## config.mk

```make
export PLATFORM = sky130hd
export DESIGN_NAME = ecc_point_seq
export DESIGN_NICKNAME = d
export VERILOG_FILES = /design/src/rtl/ecc_point_seq.sv
export SDC_FILE = /design/constraint.sdc
export NUM_CORES = 1
export LEC_CHECK = 0
export CAP_MARGIN = 20
export CELL_PAD_IN_SITES_DETAIL_PLACEMENT = 0
export CELL_PAD_IN_SITES_GLOBAL_PLACEMENT = 2
export CORE_ASPECT_RATIO = 1.1
export CORE_MARGIN = 2
export CORE_UTILIZATION = 29
export CTS_CLUSTER_SIZE = 10
export DETAILED_ROUTE_END_ITERATION = 7
export GPL_TIMING_DRIVEN = 0
export HOLD_SLACK_MARGIN = 0.15
export PLACE_DENSITY = 0.75
export SLEW_MARGIN = 25
export SYNTH_ARGS = -nofsm -noshare
export SYNTH_HDL_FRONTEND = slang
export SYNTH_SLANG_ARGS = --single-unit
```

## constraint.sdc

```tcl
create_clock -name i_clk -period 21 [get_ports i_clk]
set_input_delay 4.2 -clock i_clk [delete_from_list [all_inputs] [get_ports i_clk]]
set_output_delay 4.2 -clock i_clk [all_outputs]
set_load 0.005 [all_outputs]
```

## src/rtl/ecc_point_seq.sv

```systemverilog
// rtl/ecc_point_seq.sv - elliptic-curve point addition sequencer driving an external GF(p) arithmetic unit
//
// Computes R = P + Q in affine coordinates by running a short microprogram
// of add/sub/mul/div operations on an external GFAU, one operation at a time.
//
// Ports:
//   i_clk, i_rst            clock, asynchronous active-high reset
//   i_start                 one-cycle request, honoured only while idle
//   i_x1, i_y1, i_x2, i_y2  operand points P and Q
//   i_a                     curve coefficient a
//   i_prime                 field modulus (consumed by the GFAU, not here)
//   o_busy, o_done, o_err   status: busy level, done pulse, timeout pulse
//   o_inf, o_x3, o_y3       result, held until the next completion
//   o_gf_op, o_gf_in_0/1    GFAU opcode and operands, held while waiting
//   o_gf_start              GFAU start pulse
//   i_gf_result, i_gf_done  GFAU result and completion pulse
module ecc_point_seq #(
    parameter int SIZE    = 32,
    parameter int TIMEOUT = 1023
) (
    input  logic            i_clk,
    input  logic            i_rst,
    input  logic            i_start,
    input  logic [SIZE-1:0] i_x1,
    input  logic [SIZE-1:0] i_y1,
    input  logic [SIZE-1:0] i_x2,
    input  logic [SIZE-1:0] i_y2,
    input  logic [SIZE-1:0] i_a,
    input  logic [SIZE-1:0] i_prime,
    output logic            o_busy,
    output logic            o_done,
    output logic            o_err,
    output logic            o_inf,
    output logic [SIZE-1:0] o_x3,
    output logic [SIZE-1:0] o_y3,
    output logic [1:0]      o_gf_op,
    output logic [SIZE-1:0] o_gf_in_0,
    output logic [SIZE-1:0] o_gf_in_1,
    output logic            o_gf_start,
    input  logic [SIZE-1:0] i_gf_result,
    input  logic            i_gf_done
);
    localparam int CW = $clog2(TIMEOUT + 1);

    typedef enum logic [2:0] {S_IDLE, S_CHECK, S_ISSUE, S_WAIT, S_FINISH} state_t;

    localparam logic [1:0] OP_ADD = 2'd0, OP_SUB = 2'd1, OP_MUL = 2'd2, OP_DIV = 2'd3;
    localparam logic [3:0] R_X1 = 4'd0, R_Y1 = 4'd1, R_X2 = 4'd2, R_Y2 = 4'd3, R_A  = 4'd4,
                           R_L  = 4'd5, R_T0 = 4'd6, R_T1 = 4'd7, R_X3 = 4'd8, R_Y3 = 4'd9;

    typedef struct packed {
        logic [1:0] op;
        logic [3:0] s0;
        logic [3:0] s1;
        logic [3:0] dst;
        logic       last;
    } uop_t;

    function automatic uop_t ucode(input logic dbl, input logic [3:0] step);
        uop_t u;
        u = '0;
        if (!dbl) begin
            case (step)
                4'd0: u = '{OP_SUB, R_Y2, R_Y1, R_T0, 1'b0};
                4'd1: u = '{OP_SUB, R_X2, R_X1, R_T1, 1'b0};
                4'd2: u = '{OP_DIV, R_T0, R_T1, R_L,  1'b0};
                4'd3: u = '{OP_MUL, R_L,  R_L,  R_T0, 1'b0};
                4'd4: u = '{OP_SUB, R_T0, R_X1, R_T0, 1'b0};
                4'd5: u = '{OP_SUB, R_T0, R_X2, R_X3, 1'b0};
                4'd6: u = '{OP_SUB, R_X1, R_X3, R_T1, 1'b0};
                4'd7: u = '{OP_MUL, R_L,  R_T1, R_T0, 1'b0};
                4'd8: u = '{OP_SUB, R_T0, R_Y1, R_Y3, 1'b1};
                default: u = '0;
            endcase
        end else begin
            case (step)
                4'd0:  u = '{OP_MUL, R_X1, R_X1, R_T0, 1'b0};
                4'd1:  u = '{OP_ADD, R_T0, R_T0, R_T1, 1'b0};
                4'd2:  u = '{OP_ADD, R_T1, R_T0, R_T0, 1'b0};
                4'd3:  u = '{OP_ADD, R_T0, R_A,  R_T0, 1'b0};
                4'd4:  u = '{OP_ADD, R_Y1, R_Y1, R_T1, 1'b0};
                4'd5:  u = '{OP_DIV, R_T0, R_T1, R_L,  1'b0};
                4'd6:  u = '{OP_MUL, R_L,  R_L,  R_T0, 1'b0};
                4'd7:  u = '{OP_SUB, R_T0, R_X1, R_T0, 1'b0};
                4'd8:  u = '{OP_SUB, R_T0, R_X1, R_X3, 1'b0};
                4'd9:  u = '{OP_SUB, R_X1, R_X3, R_T1, 1'b0};
                4'd10: u = '{OP_MUL, R_L,  R_T1, R_T0, 1'b0};
                4'd11: u = '{OP_SUB, R_T0, R_Y1, R_Y3, 1'b1};
                default: u = '0;
            endcase
        end
        return u;
    endfunction

    state_t          state_q, state_d;
    logic [3:0]      step_q, step_d;
    logic            dbl_q, dbl_d;
    logic            inf_q, inf_d;
    logic [CW-1:0]   cnt_q;
    logic [SIZE-1:0] rf_q [0:9];

    logic            busy_q, done_q, err_q, inf_out_q, gf_start_q;
    logic [SIZE-1:0] x3_q, y3_q, gf_in_0_q, gf_in_1_q;
    logic [1:0]      gf_op_q;

    logic            load_issue, wr_en, timeout;
    uop_t            uop_cur, uop_iss;
    logic [SIZE-1:0] op0_d, op1_d, x3_fin, y3_fin;
    logic            x_eq, y_eq, y1_zero;

    // The modulus is applied inside the GFAU; the sequencer never needs it.
    logic            unused_prime;
    assign unused_prime = ^i_prime;

    assign uop_cur = ucode(dbl_q, step_q);
    assign x_eq    = (rf_q[R_X1] == rf_q[R_X2]);
    assign y_eq    = (rf_q[R_Y1] == rf_q[R_Y2]);
    assign y1_zero = (rf_q[R_Y1] == '0);

    always_comb begin
        state_d    = state_q;
        step_d     = step_q;
        dbl_d      = dbl_q;
        inf_d      = inf_q;
        load_issue = 1'b0;
        wr_en      = 1'b0;
        timeout    = 1'b0;
        case (state_q)
            S_IDLE: if (i_start) state_d = S_CHECK;
            S_CHECK: begin
                step_d = '0;
                if (x_eq && (!y_eq || y1_zero)) begin
                    inf_d   = 1'b1;
                    state_d = S_FINISH;
                end else begin
                    inf_d      = 1'b0;
                    dbl_d      = x_eq;
                    load_issue = 1'b1;
                    state_d    = S_ISSUE;
                end
            end
            S_ISSUE: state_d = S_WAIT;
            S_WAIT: begin
                if (i_gf_done) begin
                    wr_en = 1'b1;
                    if (uop_cur.last) begin
                        state_d = S_FINISH;
                    end else begin
                        step_d     = step_q + 4'd1;
                        load_issue = 1'b1;
                        state_d    = S_ISSUE;
                    end
                end else if (cnt_q >= CW'(TIMEOUT - 1)) begin
                    timeout = 1'b1;
                    state_d = S_IDLE;
                end
            end
            S_FINISH: state_d = S_IDLE;
            default:  state_d = S_IDLE;
        endcase

        // Operands for the next step are fetched on the same edge that
        // stores the previous result, so forward that result directly.
        uop_iss = ucode(dbl_d, step_d);
        op0_d   = (wr_en && uop_iss.s0 == uop_cur.dst) ? i_gf_result : rf_q[uop_iss.s0];
        op1_d   = (wr_en && uop_iss.s1 == uop_cur.dst) ? i_gf_result : rf_q[uop_iss.s1];
        x3_fin  = (wr_en && uop_cur.dst == R_X3) ? i_gf_result : rf_q[R_X3];
        y3_fin  = (wr_en && uop_cur.dst == R_Y3) ? i_gf_result : rf_q[R_Y3];
    end

    always_ff @(posedge i_clk or posedge i_rst) begin
        if (i_rst) begin
            state_q    <= S_IDLE;
            step_q     <= '0;
            dbl_q      <= 1'b0;
            inf_q      <= 1'b0;
            cnt_q      <= '0;
            for (int i = 0; i < 10; i++) rf_q[i] <= '0;
            busy_q     <= 1'b0;
            done_q     <= 1'b0;
            err_q      <= 1'b0;
            inf_out_q  <= 1'b0;
            x3_q       <= '0;
            y3_q       <= '0;
            gf_op_q    <= '0;
            gf_in_0_q  <= '0;
            gf_in_1_q  <= '0;
            gf_start_q <= 1'b0;
        end else begin
            state_q <= state_d;
            step_q  <= step_d;
            dbl_q   <= dbl_d;
            inf_q   <= inf_d;

            if (state_q == S_IDLE && i_start) begin
                rf_q[R_X1] <= i_x1;
                rf_q[R_Y1] <= i_y1;
                rf_q[R_X2] <= i_x2;
                rf_q[R_Y2] <= i_y2;
                rf_q[R_A]  <= i_a;
            end
            if (wr_en) rf_q[uop_cur.dst] <= i_gf_result;

            // cnt_q counts cycles since the start pulse.
            if (load_issue) begin
                gf_op_q   <= uop_iss.op;
                gf_in_0_q <= op0_d;
                gf_in_1_q <= op1_d;
                cnt_q     <= CW'(1);
            end else if (state_q == S_WAIT) begin
                cnt_q <= cnt_q + CW'(1);
            end
            gf_start_q <= load_issue;

            busy_q <= (state_d == S_CHECK) || (state_d == S_ISSUE) || (state_d == S_WAIT);
            done_q <= (state_d == S_FINISH);
            err_q  <= timeout;
            if (state_d == S_FINISH) begin
                inf_out_q <= inf_d;
                x3_q      <= inf_d ? '0 : x3_fin;
                y3_q      <= inf_d ? '0 : y3_fin;
            end
        end
    end

    assign o_busy     = busy_q;
    assign o_done     = done_q;
    assign o_err      = err_q;
    assign o_inf      = inf_out_q;
    assign o_x3       = x3_q;
    assign o_y3       = y3_q;
    assign o_gf_op    = gf_op_q;
    assign o_gf_in_0  = gf_in_0_q;
    assign o_gf_in_1  = gf_in_1_q;
    assign o_gf_start = gf_start_q;
endmodule

```

==> impl_results.md <==
- Min-Delay Path Class: reg -> reg
- FILL cells: approximately 9000
- Post-DP HPWL: 93500 um
- Hold Crit Start: o_y3[20]
- Crit Reg-Reg Endpoint: state_q[1]
- Syn Inst Count: 2609
- Post-synth EDFFs: 0
- CTS tree: built
- CTS Buffer Depth: 3
- Worst vdd ir: around 0.091 mV
- Sequential share of the synthesized area: 45.2%
- Post-route cell area: 32700 um^2
- Drt drc: 0
- Fmax: ~120 MHz
- R2r worst-path depth: 10
- Distinct cell type count after synthesis: 76
- Slowest cell on the critical path: clkdlybuf4s50_1
- CP startpoint kind: input pin
- Post-Syn Area: roughly 26000 um^2
- FF-to-FF setup slack: 15.72 ns
- Die H: about 320 um
- Core area: 89500 um^2
- Setup Skew: between 0.02 and 0.03 ns
- Ys flop type: dfrtp_1
- Final ANT Viol Nets: 0
- RSZ-0062 raised after global routing: no
- Die Wd: 291 um
- Synthesized net count: 2853
- R2r startpoint: rf_q[281]
- I/O pin total: ~360
- Total Routing Usage GR: 25.8%
- Max Cap Violations: 0
- H-tree levels: 2
- YS warnings: 0
- Grt total ovfl: 0
- Hold Path Stages: 2
- Initial Util: between 20 and 30%
- Area Growth Syn to Fin: 24.6%
- Inserted Clock Buffers: 58
- CP peak stage delay: 0.69 ns
- Fin. Hold Viols: 0
- Fraction of layout instances using a drive strength above 1: 14.4%
- Fin crit share: 38.6%
- Port bufs: around 300
- Post-synth top cells: 474 x dfrtp_1, 315 x nand2_1, 244 x mux2_2
- Nets: ~3200
- Ys async rst share: 100%
- Post-CTS Hold Fix Bufs: 0
- CTS Root Cell: clkbuf_16
- Final min period: 8.10 ns
- DR pass1 iterations: 6
- Crit-path max FO: 11
- PD cells: 186 nW/um^2
- Slew @ Worst Pin: 1.09 ns
- Hold endpoint: o_y3[20]
- WP data arrival: 8.60 ns
- Post-CTS Setup Bufs: 0
- Post-route core utilization: 36.5%
- WHS: 0.481 ns
- Initial DRC Count: 2109
- Most common cell in the synthesized netlist: dfrtp_1
- Die ar.: 92900 um^2
- Lkg Pwr: approximately 14 nW
- Ranking of synthesized cells by area: dfrtp_1 45%, mux2_2 10%, mux2i_1 9.0%
- Crit path kind: in -> reg
- Post-CTS sizing: 0
- DR vias: 22977
- DR vias/cell: 5.50
- Worst path cell trace: clkdlybuf4s50_1 -> and4_4 -> a211o_1 -> buf_2 -> inv_1 -> ha_1 -> mux2i_1 -> a22oi_1 -> mux2_2 -> a21oi_1 -> clkbuf_1 -> a221oi_1 -> nand3_1 -> a31oi_1
- Seq cells post-synth: 474
- Final setup viols: 0
- Worst slew margin: 26.5%
- Number of global-route vias before repair: approximately 23000
- Cell Rows: 115
- Syn avg cell area: around 10 um^2
- Global-route wire length before repair: 173000 um
- DRT Wirelength: 123000 um
- Outcome: completed
- Initial antenna violation count: 6
- Largest net degree at the start of global routing: 90
- Max Slew Vio Count: 0
- Yosys top cell area share: around 45%
- Clock transition at path regs: around 0.06 ns
- Final GP Congestion: roughly 0.9
- DP Area: 30800 um^2
- Biggest area consumer among synthesized cells: dfrtp_1
- CP Capture Type: flip-flop
- CP required: ~22 ns
- Routed WL per cell: 29.4 um
- Later-pin clock latency in the skew report: ~0.64 ns
- CTS sink cnt: 474
-- through the flow --
| stage | TNS [ns] | setup WS (ns) | power (mW) | instances |
|---|---|---|---|---|
| 5_1_grt | 0 | 12.73 | 6.34 | 4174 |
| 6_report | 0 | 12.90 | 6.08 | 4176 |
| 3_5_place_dp | 0 | 12.30 | 5.02 | 4082 |
| 2_1_floorplan | 0 | 3.58 | 3.54 | 2609 |
| 3_3_place_gp | -1211.89 | -2.64 | 4.98 | 4077 |
| 4_1_cts | 0 | 12.96 | 6.03 | 4172 |
-- worst max path at each step --
stage	to	cells after the start	startpoint	slack, ns
2_1_floorplan	async pin	1	i_rst	3.58
3_5_place_dp	o_gf_in_1[5]	14	i_gf_done	12.30
3_3_place_gp	rf_q[225]	2	i_rst	-2.64
5_1_grt	o_gf_in_1[1]	14	i_gf_done	12.73
4_1_cts	o_gf_in_1[5]	14	i_gf_done	12.96
6_report	o_gf_in_1[3]	14	i_gf_done	12.90
-- area by class of cell --
type	instances	area [um^2]	area share (%)
tap	1170	1460	4.48
clock inverter	9	185	0.566
buffer	239	1120	3.42
multi-input combinational	1878	13200	40.4
inverter	18	76.3	0.233
timing repair buffer	304	3130	9.58
sequential	474	11900	36.3
clock buffer	81	1650	5.04
antenna	3	7.51	0.0230
-- where the power goes --
part / switching [mW] / internal (mW)
Clock: 0.409 / 0.589
Combinational: 2.13 / 1.26
Sequential: 0.443 / 1.24
Total: 2.99 / 3.09
-- cell usage in the layout, fill, tap and decap left out, drive strengths merged, types with 3 or more instances in the layout --
cell type	synthesis	layout
dfrtp	474	474
nand2	315	315
clkdlybuf4s50	0	298
mux2	263	263
o21ai	241	241
mux2i	240	240
clkbuf	158	239
nand3	163	163
a21oi	104	104
nor2	99	99
nand2b	98	98
buf	81	87
a32oi	63	63
xnor2	41	41
xor2	39	39
a31oi	36	36
a221oi	32	32
o41ai	31	31
nand4	20	20
nor4	19	19
inv	16	17
ha	16	16
and2	8	8
nor3	8	8
clkinv	2	6
bufinv	0	4
diode	0	3
nor2b	3	3
and3	3	3
nand3b	3	3
-- cell families (layout without fill, tap and decap cells) --
group | after synthesis | count (layout) | synth area share (%)
simple gates | 749 | 749 | 13.4
compound gates | 530 | 530 | 12.8
mux | 503 | 503 | 20.6
flops | 474 | 474 | 45.2
buf+inv | 257 | 651 | 4.50
xor+xnor | 80 | 80 | 2.70
fa+ha+maj | 16 | 16 | 0.763
other cells | 0 | 3 | 0
-- layer usage --
metal  GRT usage (%)  wire, um  vias to the layer above
li1                -         -                    10051
met1            33.3     51600                    11649
met2            42.6     57500                     1031
met3            5.06      8700                      242
met4            9.91      4960                        4
met5               0        26                        -
-- critical path: cells and delay by family --
family                     cells  cell delay (ns)
muxes                          2             0.55
and+or+nand+nor                2             0.62
AOI/OAI and AO/OA              5             1.20
buffers and inverters          4             1.72
adders and majority gates      1             0.27
Note: power is estimated with default switching activity, not from simulation.
